--- config.mk ---
export PLATFORM = sky130hd
export DESIGN_NAME = branch_predictor_ctrl
export DESIGN_NICKNAME = d
export VERILOG_FILES = /design/src/rtl/bp_pkg.sv /design/src/rtl/pht_next_state.sv /design/src/rtl/branch_predictor_ctrl.sv
export SDC_FILE = /design/constraint.sdc
export NUM_CORES = 1
export LEC_CHECK = 0
export CAP_MARGIN = 20
export CORE_ASPECT_RATIO = 1.2
export CORE_MARGIN = 2
export CORE_UTILIZATION = 25
export CTS_CLUSTER_SIZE = 14
export DETAILED_ROUTE_END_ITERATION = 6
export HOLD_SLACK_MARGIN = 0.05
export SETUP_SLACK_MARGIN = 0.05
export SLEW_MARGIN = 20
export SYNTH_ARGS = -nofsm -noshare
export SYNTH_HDL_FRONTEND = slang
export SYNTH_SLANG_ARGS = --single-unit
export TNS_END_PERCENT = 50
--- constraint.sdc ---
create_clock -name clock -period 4.2 [get_ports clock]
set_input_delay 0.84 -clock clock [delete_from_list [all_inputs] [get_ports clock]]
set_output_delay 0.84 -clock clock [all_outputs]
set_load 0.05 [all_outputs]
--- src/rtl/bp_pkg.sv ---
// Shared types and encodings for the branch predictor controller.
// Latency: n/a (declarations only).
// Backpressure: n/a.
package bp_pkg;

    typedef enum logic [1:0] {
        BP_NOT_TAKEN = 2'b00,
        BP_ONE_BIT   = 2'b01,
        BP_TWO_BIT   = 2'b10
    } bp_mode_e;

    // Bit 1 of every encoding is the predicted direction.
    localparam logic [1:0] WNT = 2'b00;
    localparam logic [1:0] SNT = 2'b01;
    localparam logic [1:0] WT  = 2'b11;
    localparam logic [1:0] ST  = 2'b10;

    typedef enum logic {
        IDLE  = 1'b0,
        CLEAR = 1'b1
    } bp_state_e;

endpackage

--- src/rtl/pht_next_state.sv ---
// Next-state function for one PHT counter under the selected policy.
// Latency: purely combinational.
// Backpressure: none; mode 00/11 returns the history unchanged.
module pht_next_state
    import bp_pkg::*;
(
    input  logic [1:0] mode,
    input  logic [1:0] history,
    input  logic       taken,
    output logic [1:0] next_history
);

    always_comb begin
        next_history = history;
        case (mode)
            BP_ONE_BIT: next_history = taken ? WT : WNT;
            BP_TWO_BIT: begin
                case (history)
                    WNT:     next_history = taken ? ST  : SNT;
                    SNT:     next_history = taken ? WNT : SNT;
                    WT:      next_history = taken ? ST  : SNT;
                    default: next_history = taken ? ST  : WT;
                endcase
            end
            default: next_history = history;
        endcase
    end

endmodule

--- src/rtl/branch_predictor_ctrl.sv ---
// PHT owner: fetch lookups, 2-stage execute updates, and a clear sweep.
// Latency: lookup response 1 cycle after accept; update written 1 cycle after accept.
// Backpressure: pred_ready/upd_ready drop only while a clear sweep runs.
module branch_predictor_ctrl
    import bp_pkg::*;
#(
    parameter int ENTRIES = 16,
    parameter int IDX_W   = $clog2(ENTRIES)
) (
    input  logic        clock,
    input  logic        reset,
    input  logic [1:0]  mode,
    input  logic        pred_valid,
    input  logic [31:0] pred_pc,
    output logic        pred_ready,
    output logic        pred_resp_valid,
    output logic        pred_taken,
    input  logic        upd_valid,
    input  logic [31:0] upd_pc,
    input  logic        upd_taken,
    output logic        upd_ready,
    input  logic        clear_req,
    output logic        clear_busy
);

    logic [1:0]       pht [ENTRIES];
    bp_state_e        state;
    logic [IDX_W-1:0] clr_idx;
    logic             s1_vld;
    logic [IDX_W-1:0] s1_idx;
    logic             s1_taken;
    logic [1:0]       s1_next;
    logic [1:0]       fwd_hist;
    logic [IDX_W-1:0] pred_idx;
    logic [IDX_W-1:0] upd_idx;
    logic             pred_acc;
    logic             upd_acc;
    logic             predict_en;
    logic             unused_pc_bits;

    assign pred_idx   = pred_pc[IDX_W+1:2];
    assign upd_idx    = upd_pc[IDX_W+1:2];
    assign clear_busy = (state == CLEAR);
    assign pred_ready = !clear_busy;
    assign upd_ready  = !clear_busy;
    assign pred_acc   = pred_valid && pred_ready;
    assign upd_acc    = upd_valid && upd_ready;
    assign predict_en = (mode == BP_ONE_BIT) || (mode == BP_TWO_BIT);

    assign unused_pc_bits = ^{pred_pc[31:IDX_W+2], pred_pc[1:0],
                              upd_pc[31:IDX_W+2], upd_pc[1:0]};

    pht_next_state u_next_state (
        .mode         (mode),
        .history      (pht[s1_idx]),
        .taken        (s1_taken),
        .next_history (s1_next)
    );

    // A lookup racing the stage-1 write to the same entry sees the post-write value.
    assign fwd_hist = (s1_vld && (s1_idx == pred_idx)) ? s1_next : pht[pred_idx];

    always_ff @(posedge clock or posedge reset) begin
        if (reset) begin
            for (int i = 0; i < ENTRIES; i++) begin
                pht[i] <= WNT;
            end
            state           <= IDLE;
            clr_idx         <= '0;
            s1_vld          <= 1'b0;
            s1_idx          <= '0;
            s1_taken        <= 1'b0;
            pred_resp_valid <= 1'b0;
            pred_taken      <= 1'b0;
        end else begin
            pred_resp_valid <= pred_acc;
            if (pred_acc) begin
                pred_taken <= predict_en && fwd_hist[1];
            end

            s1_vld <= upd_acc;
            if (upd_acc) begin
                s1_idx   <= upd_idx;
                s1_taken <= upd_taken;
            end
            if (s1_vld) begin
                pht[s1_idx] <= s1_next;
            end

            // Sweep write comes last so it wins over a same-cycle stage-1 write.
            case (state)
                IDLE: begin
                    if (clear_req && !s1_vld) begin
                        state   <= CLEAR;
                        clr_idx <= '0;
                    end
                end
                CLEAR: begin
                    pht[clr_idx] <= WNT;
                    clr_idx      <= clr_idx + 1'b1;
                    if (clr_idx == IDX_W'(ENTRIES - 1)) begin
                        state <= IDLE;
                    end
                end
                default: state <= IDLE;
            endcase
        end
    end

endmodule

Word level (Yosys, flattened, before mapping). Cells that the tools add are included. Widths: inputs -> output; s select.

Logic and storage cells: 79. Flip-flop bits (word level): 45. Output and inout bits: 5. Input bits: 72.

Bitwise operators: 6. Multiplexer cells: 25. Magnitude comparators: 5. Eq/ne operators: 7. Add/subtract/negate cells: 1. Reduce and logical (&&, ||, !) cells: 12.

Operators with widths (number): $mux 32 (2); $and 32x32->32 (1); $bwmux 32 (1); $not 32->32 (1); $mux 2 (9); $bmux 2 s4 (2); $demux 2 s4 (2); $ge 5x5->1 const B (3); $not 4->5 (3); $lt 5x1->1 const B (2); $pmux 2 s2 (2); $pmux 4 s2 (1); $logic_and 1x1->1 (7); $add 4x1->4 const B (1); $eq 2x1->1 const B (2); $eq 2x2->1 const B (2); $eq 4x4->1 (1); $eq 4x4->1 const B (1); $mux 1 (4); $mux 4 (1); $logic_not 1->1 (2); $logic_not 2->1 (1); $ne 2x2->1 const B (1); $pmux 1 s2 (1); other kinds (3) (3).

Longest topological paths before layout.
Depth in word-level cells: 12. Gate-level depth with buffers: 12. Depth with buffers taken out: 9.

Modules after synthesis. A second synthesis with hierarchy kept.

Cell total of the unflattened synthesis: 257. Area total of the unflattened synthesis: 2745.1 µm².

Modules (own cells, without submodules): branch_predictor_ctrl (area an instance 2646.3 µm², instances 1, cells an instance 243); pht_next_state (area an instance 98.8 µm², instances 1, cells an instance 14).

Worst setup path after synthesis. No wires, ideal clock.

Path type: register to register. Start point: register s1_idx[1]. End point: register pht[11] in the netlist's numbering. Cell stages (with the launch flop): 11. Arrival: 2670 ps. Setup slack: 1409 ps. Period minus slack after synthesis: 2791 ps. Path through: dfrtp_1 -> buf_6 -> buf_12 -> mux2i_1 -> mux4_2 -> mux2_2 -> ha_1 -> a21o_1 -> a221oi_1 -> a21oi_1 -> a32o_1.

Cells in the longest elaborated chain, start to end: 12.

Ends and longest elaborated chain: from (decl) (line branch_predictor_ctrl.sv:30) `logic [IDX_W-1:0] s1_idx;`; from (signal assigned) (line branch_predictor_ctrl.sv:83) `s1_idx <= upd_idx;`; $not 4->5 (implied by the code) * (line branch_predictor_ctrl.sv:55, branch_predictor_ctrl.sv:87); $bmux 2 s4 (line branch_predictor_ctrl.sv:55) `.history (pht[s1_idx]),`; $mux 2 (implied by the code) (2 in a row) (line branch_predictor_ctrl.sv:55); $eq 2x2->1 or $logic_not 2->1 (tied branches) (line pht_next_state.sv:18) `case (history)`; $reduce_or 2->1 (no line); $pmux 2 s2 (line pht_next_state.sv:18); $pmux 2 s2 (line pht_next_state.sv:15) `case (mode)`; $bwmux 32 * (line branch_predictor_ctrl.sv:87) `pht[s1_idx] <= s1_next;`; $mux 32 * (line branch_predictor_ctrl.sv:86) `if (s1_vld) begin`; $and 32x32->32 (no line); $mux 32 * (line branch_predictor_ctrl.sv:91) `case (state)`; to (signal, indexed assignment) (line branch_predictor_ctrl.sv:87); to (decl) (line branch_predictor_ctrl.sv:26) `logic [1:0] pht [ENTRIES];`.

Every way passes the cells marked *; elsewhere a longest branch is shown, timed or not. The select of a mux whose other input is x is not followed. A chain may end at the register's enable or synchronous reset.

Worst setup path after layout.
Start point: register s1_idx[1]. End point: register pht[3] in the netlist's numbering.

Same word-level chain as after synthesis.

==> results_dict.tcl <==
set metrics [dict create \
    run_status "finished, final reports clean" \
    mappedNetlistArea_um2 2670 \
    via_per_inst 5.18 \
    cts_post_setup_buffers_inserted 0 \
    worstPathCellList "mux2i_1 -> mux4_2 -> mux2_2 -> ha_1 -> a21o_1 -> a221oi_1 -> a21oi_1 -> a32o_1" \
    post_dp_cell_area_um2 2940 \
    fp.dieArea_um2 11500 \
    hold_buffers 0 \
    tritoncts.num_buffers 5 \
    path_max_fanout 15 \
    cts_sinks 45 \
    grt_antenna_before_repair 0 \
    timing.fmax_ghz 0.294 \
    path_class "flip-flop to flip-flop" \
    detail_route.iter0.violations 162 \
    worstPathArrival_ns 3.57 \
    drv.max_cap_violation_count 0 \
    syn_to_final_growth_pct 17.0 \
    power_leakage_nw 1.29 \
    worst_slew_pin_slew_ns 0.868 \
    floorplan.initialDensity_pct 25.5 \
    wirelength_mm 6.58 \
    grt_pass1_wl_mm 10.8 \
    setup_tns_ns 0 \
    endpoint_kind "flip-flop" \
    finish.net_count 346 \
    use_met3_pct 2.85 \
    clk_latency_ns 0.29 \
    finalHoldViolations 0 \
    number_of_gates_resized_after_cts 0 \
    fp.coreArea_um2 10500 \
    period_share_pct 81.0 \
    grt_remaining_overflow 0 \
    finish.instance_area_um2 3120 \
    grt_pass1_vias 2038 \
    synth-seq-cells 45 \
    vias 2057 \
    clkTransAtPathRegs_ns 0.06 \
    cts_max_level 2 \
    maximum_number_of_pins_on_one_net_before_global_route_repair 46 \
    drcViolationCount 0 \
    critical_path.startpoint_type "flip-flop" \
    grt_met1_use_pct 16.8 \
    cts-root-buf "sky130_fd_sc_hd__clkbuf_16" \
    ys_top_cells_by_count "sky130_fd_sc_hd__dfrtp_1, sky130_fd_sc_hd__mux2i_1, sky130_fd_sc_hd__nor2_1, sky130_fd_sc_hd__a21oi_1, sky130_fd_sc_hd__a32o_1" \
    postRouteAntennaNets 0 \
    cts_tree "done" \
    cellPowerDensity_nw_per_um2 648 \
    post_route_cells_drive_above_1_share_pct 9.70 \
    design.portCount 77 \
    synthMostInstantiatedCell "sky130_fd_sc_hd__dfrtp_1" \
    synth_fp_nets 331 \
    postSynth.asyncResetShare_pct 100 \
    synth_warnings 0 \
    wl_per_cell_um 16.6 \
    post_synth_num_cell_types 40 \
    relSlewSlack_pct 41.7 \
    final_period_minus_worst_setup_slack_ns 3.40 \
    chipHeight_um 117 \
    postSynthCellCount 252 \
    worst_clock_skew_ns 0.00445 \
    critPathSlowestCell "sky130_fd_sc_hd__dfrtp_1" \
    rows 41 \
    groute.layer.met2.usage_pct 18.7 \
    peak_ir_drop_on_the_vdd_network_mv 0.246 \
    slew_viol_final 0 \
    fp.dieW_um 98.3 \
    numPortBuffers 20 \
    synth_area_leaders "sky130_fd_sc_hd__dfrtp_1, sky130_fd_sc_hd__mux2i_1, sky130_fd_sc_hd__a32o_1" \
    unrepaired_setup_endpoints_after_global_routing "false" \
    critical_path.max_stage_delay_ns 0.90 \
    globalRouteTotalUtil_pct 12.1 \
    synth-edff-count 0 \
    postSynth.topFlopCell "sky130_fd_sc_hd__dfrtp_1" \
    synth_largest_area_cell "sky130_fd_sc_hd__dfrtp_1" \
    synth_sequential_area_ratio_pct 42.3 \
    globalplace.congestion 0.824 \
    required_ns 4.37 \
    worst_hold_path_type "flip-flop to flip-flop" \
    post_dp_hpwl_mm 4.66 \
    fillers 1092 \
    n_antenna_cell 0 \
    dr.pass1.iters 4 \
    cts_max_path_buffers 2 \
    yosys.area.top_type_share_pct 42.3 \
    grt_busiest_layer "met2" \
    syn_area_per_cell_um2 10.6 \
    setup_viol 0 \
]
-- final timing paths --
| check | from | end | slack (ns) | cells after the start |
|---|---|---|---|---|
| hold / removal | pred_taken | pred_taken | 0.49 | 2 |
| setup / recovery | s1_idx[1] | pht[3] | 0.80 | 8 |
| min in group asynchronous | reset | pht[18] | 0.85 | 2 |
| setup reg to reg | s1_idx[1] | pht[3] | 0.80 | 8 |
| max in group asynchronous | reset | pht[11] | 2.88 | 3 |
| hold reg to reg | pred_taken | pred_taken | 0.49 | 2 |
-- power breakdown --
part	internal (mW)	switching [mW]	total [mW]	leakage, nW
Sequential	0.566	0.233	0.799	0.601
Clock	0.252	0.165	0.417	0.0799
Combinational	0.348	0.456	0.805	0.612
Total	1.17	0.854	2.02	1.29
-- final cells by class --
| type | count | area, µm² | area share, % |
|---|---|---|---|
| timing repair buffer | 22 | 228 | 7.30 |
| inverter | 8 | 30.0 | 0.963 |
| tap | 129 | 161 | 5.18 |
| clock inverter | 1 | 5.00 | 0.161 |
| multi-input combinational | 185 | 1420 | 45.4 |
| clock buffer | 7 | 153 | 4.90 |
| sequential | 45 | 1130 | 36.1 |
-- flip-flops by register name, indices dropped and copies added (netlist names) --
| register | count |
|---|---|
| clear_busy | 1 |
| s1_vld | 1 |
| clr_idx | 4 |
| s1_idx | 4 |
| pred_taken | 1 |
| pht | 32 |
| s1_taken | 1 |
| pred_resp_valid | 1 |
-- critical path: cells and delay by family (launching register included) --
family | cells | cell delay [ns]
adder cells (fa/ha/maj) | 1 | 0.31
multiplexers | 3 | 0.95
AO/OA/AOI/OAI | 4 | 1.13
flip-flops | 1 | 0.90
-- routing by layer --
layer,vias up,wire length (µm)
li1,975,-
met1,1010,2990
met2,62,2910
met3,10,548
met4,0,133
met5,-,0
-- cells in the final DEF, fill, tap and decap left out, drive strengths merged --
cell / synthesis / layout
nor4: 2 / 2
o22ai: 1 / 1
nand3: 10 / 10
and2: 2 / 2
nand3b: 4 / 4
nor2: 23 / 23
and3b: 1 / 1
nor3: 6 / 6
clkdlybuf4s50: 0 / 20
mux2: 6 / 6
a21boi: 7 / 7
nand4: 1 / 1
dfrtp: 45 / 45
mux2i: 23 / 23
or3b: 1 / 1
xnor2: 1 / 1
and3: 2 / 2
inv: 8 / 8
nand2b: 3 / 3
buf: 8 / 2
a21oi: 18 / 18
a221oi: 5 / 5
xor2: 4 / 4
mux4: 7 / 7
a21o: 2 / 2
a32o: 16 / 16
nand2: 13 / 13
ha: 7 / 7
clkbuf: 6 / 7
a211o: 1 / 1
o21ai: 11 / 11
clkinv: 0 / 1
nor2b: 3 / 3
a211oi: 4 / 4
a31oi: 1 / 1
-- cells by family after synthesis --
logic type | count (synthesis) | synth area share (%)
DFF | 45 | 42.3
buffers and inverters | 22 | 4.65
AOI/OAI and AO/OA | 66 | 18.0
and+or+nand+nor | 71 | 13.1
xor gates and xnor gates | 5 | 1.64
adders and majority gates | 7 | 3.29
muxes | 36 | 17.1
-- through the flow --
step | setup WS [ns] | power (mW) | util, % | hold slack [ns] | instances
after floorplan | 1.41 | 1.39 | - | 0.465 | 252
after global placement | 0.843 | 1.60 | 28.1 | 0.477 | 388
after detailed placement | 0.829 | 1.60 | 28.1 | 0.483 | 388
after CTS | 0.798 | 2.02 | 29.6 | 0.497 | 396
after global routing | 0.492 | 2.15 | 29.8 | 0.520 | 397
final | 0.797 | 2.02 | 29.8 | 0.487 | 397
No activity file was read; power rests on OpenSTA's default activity.
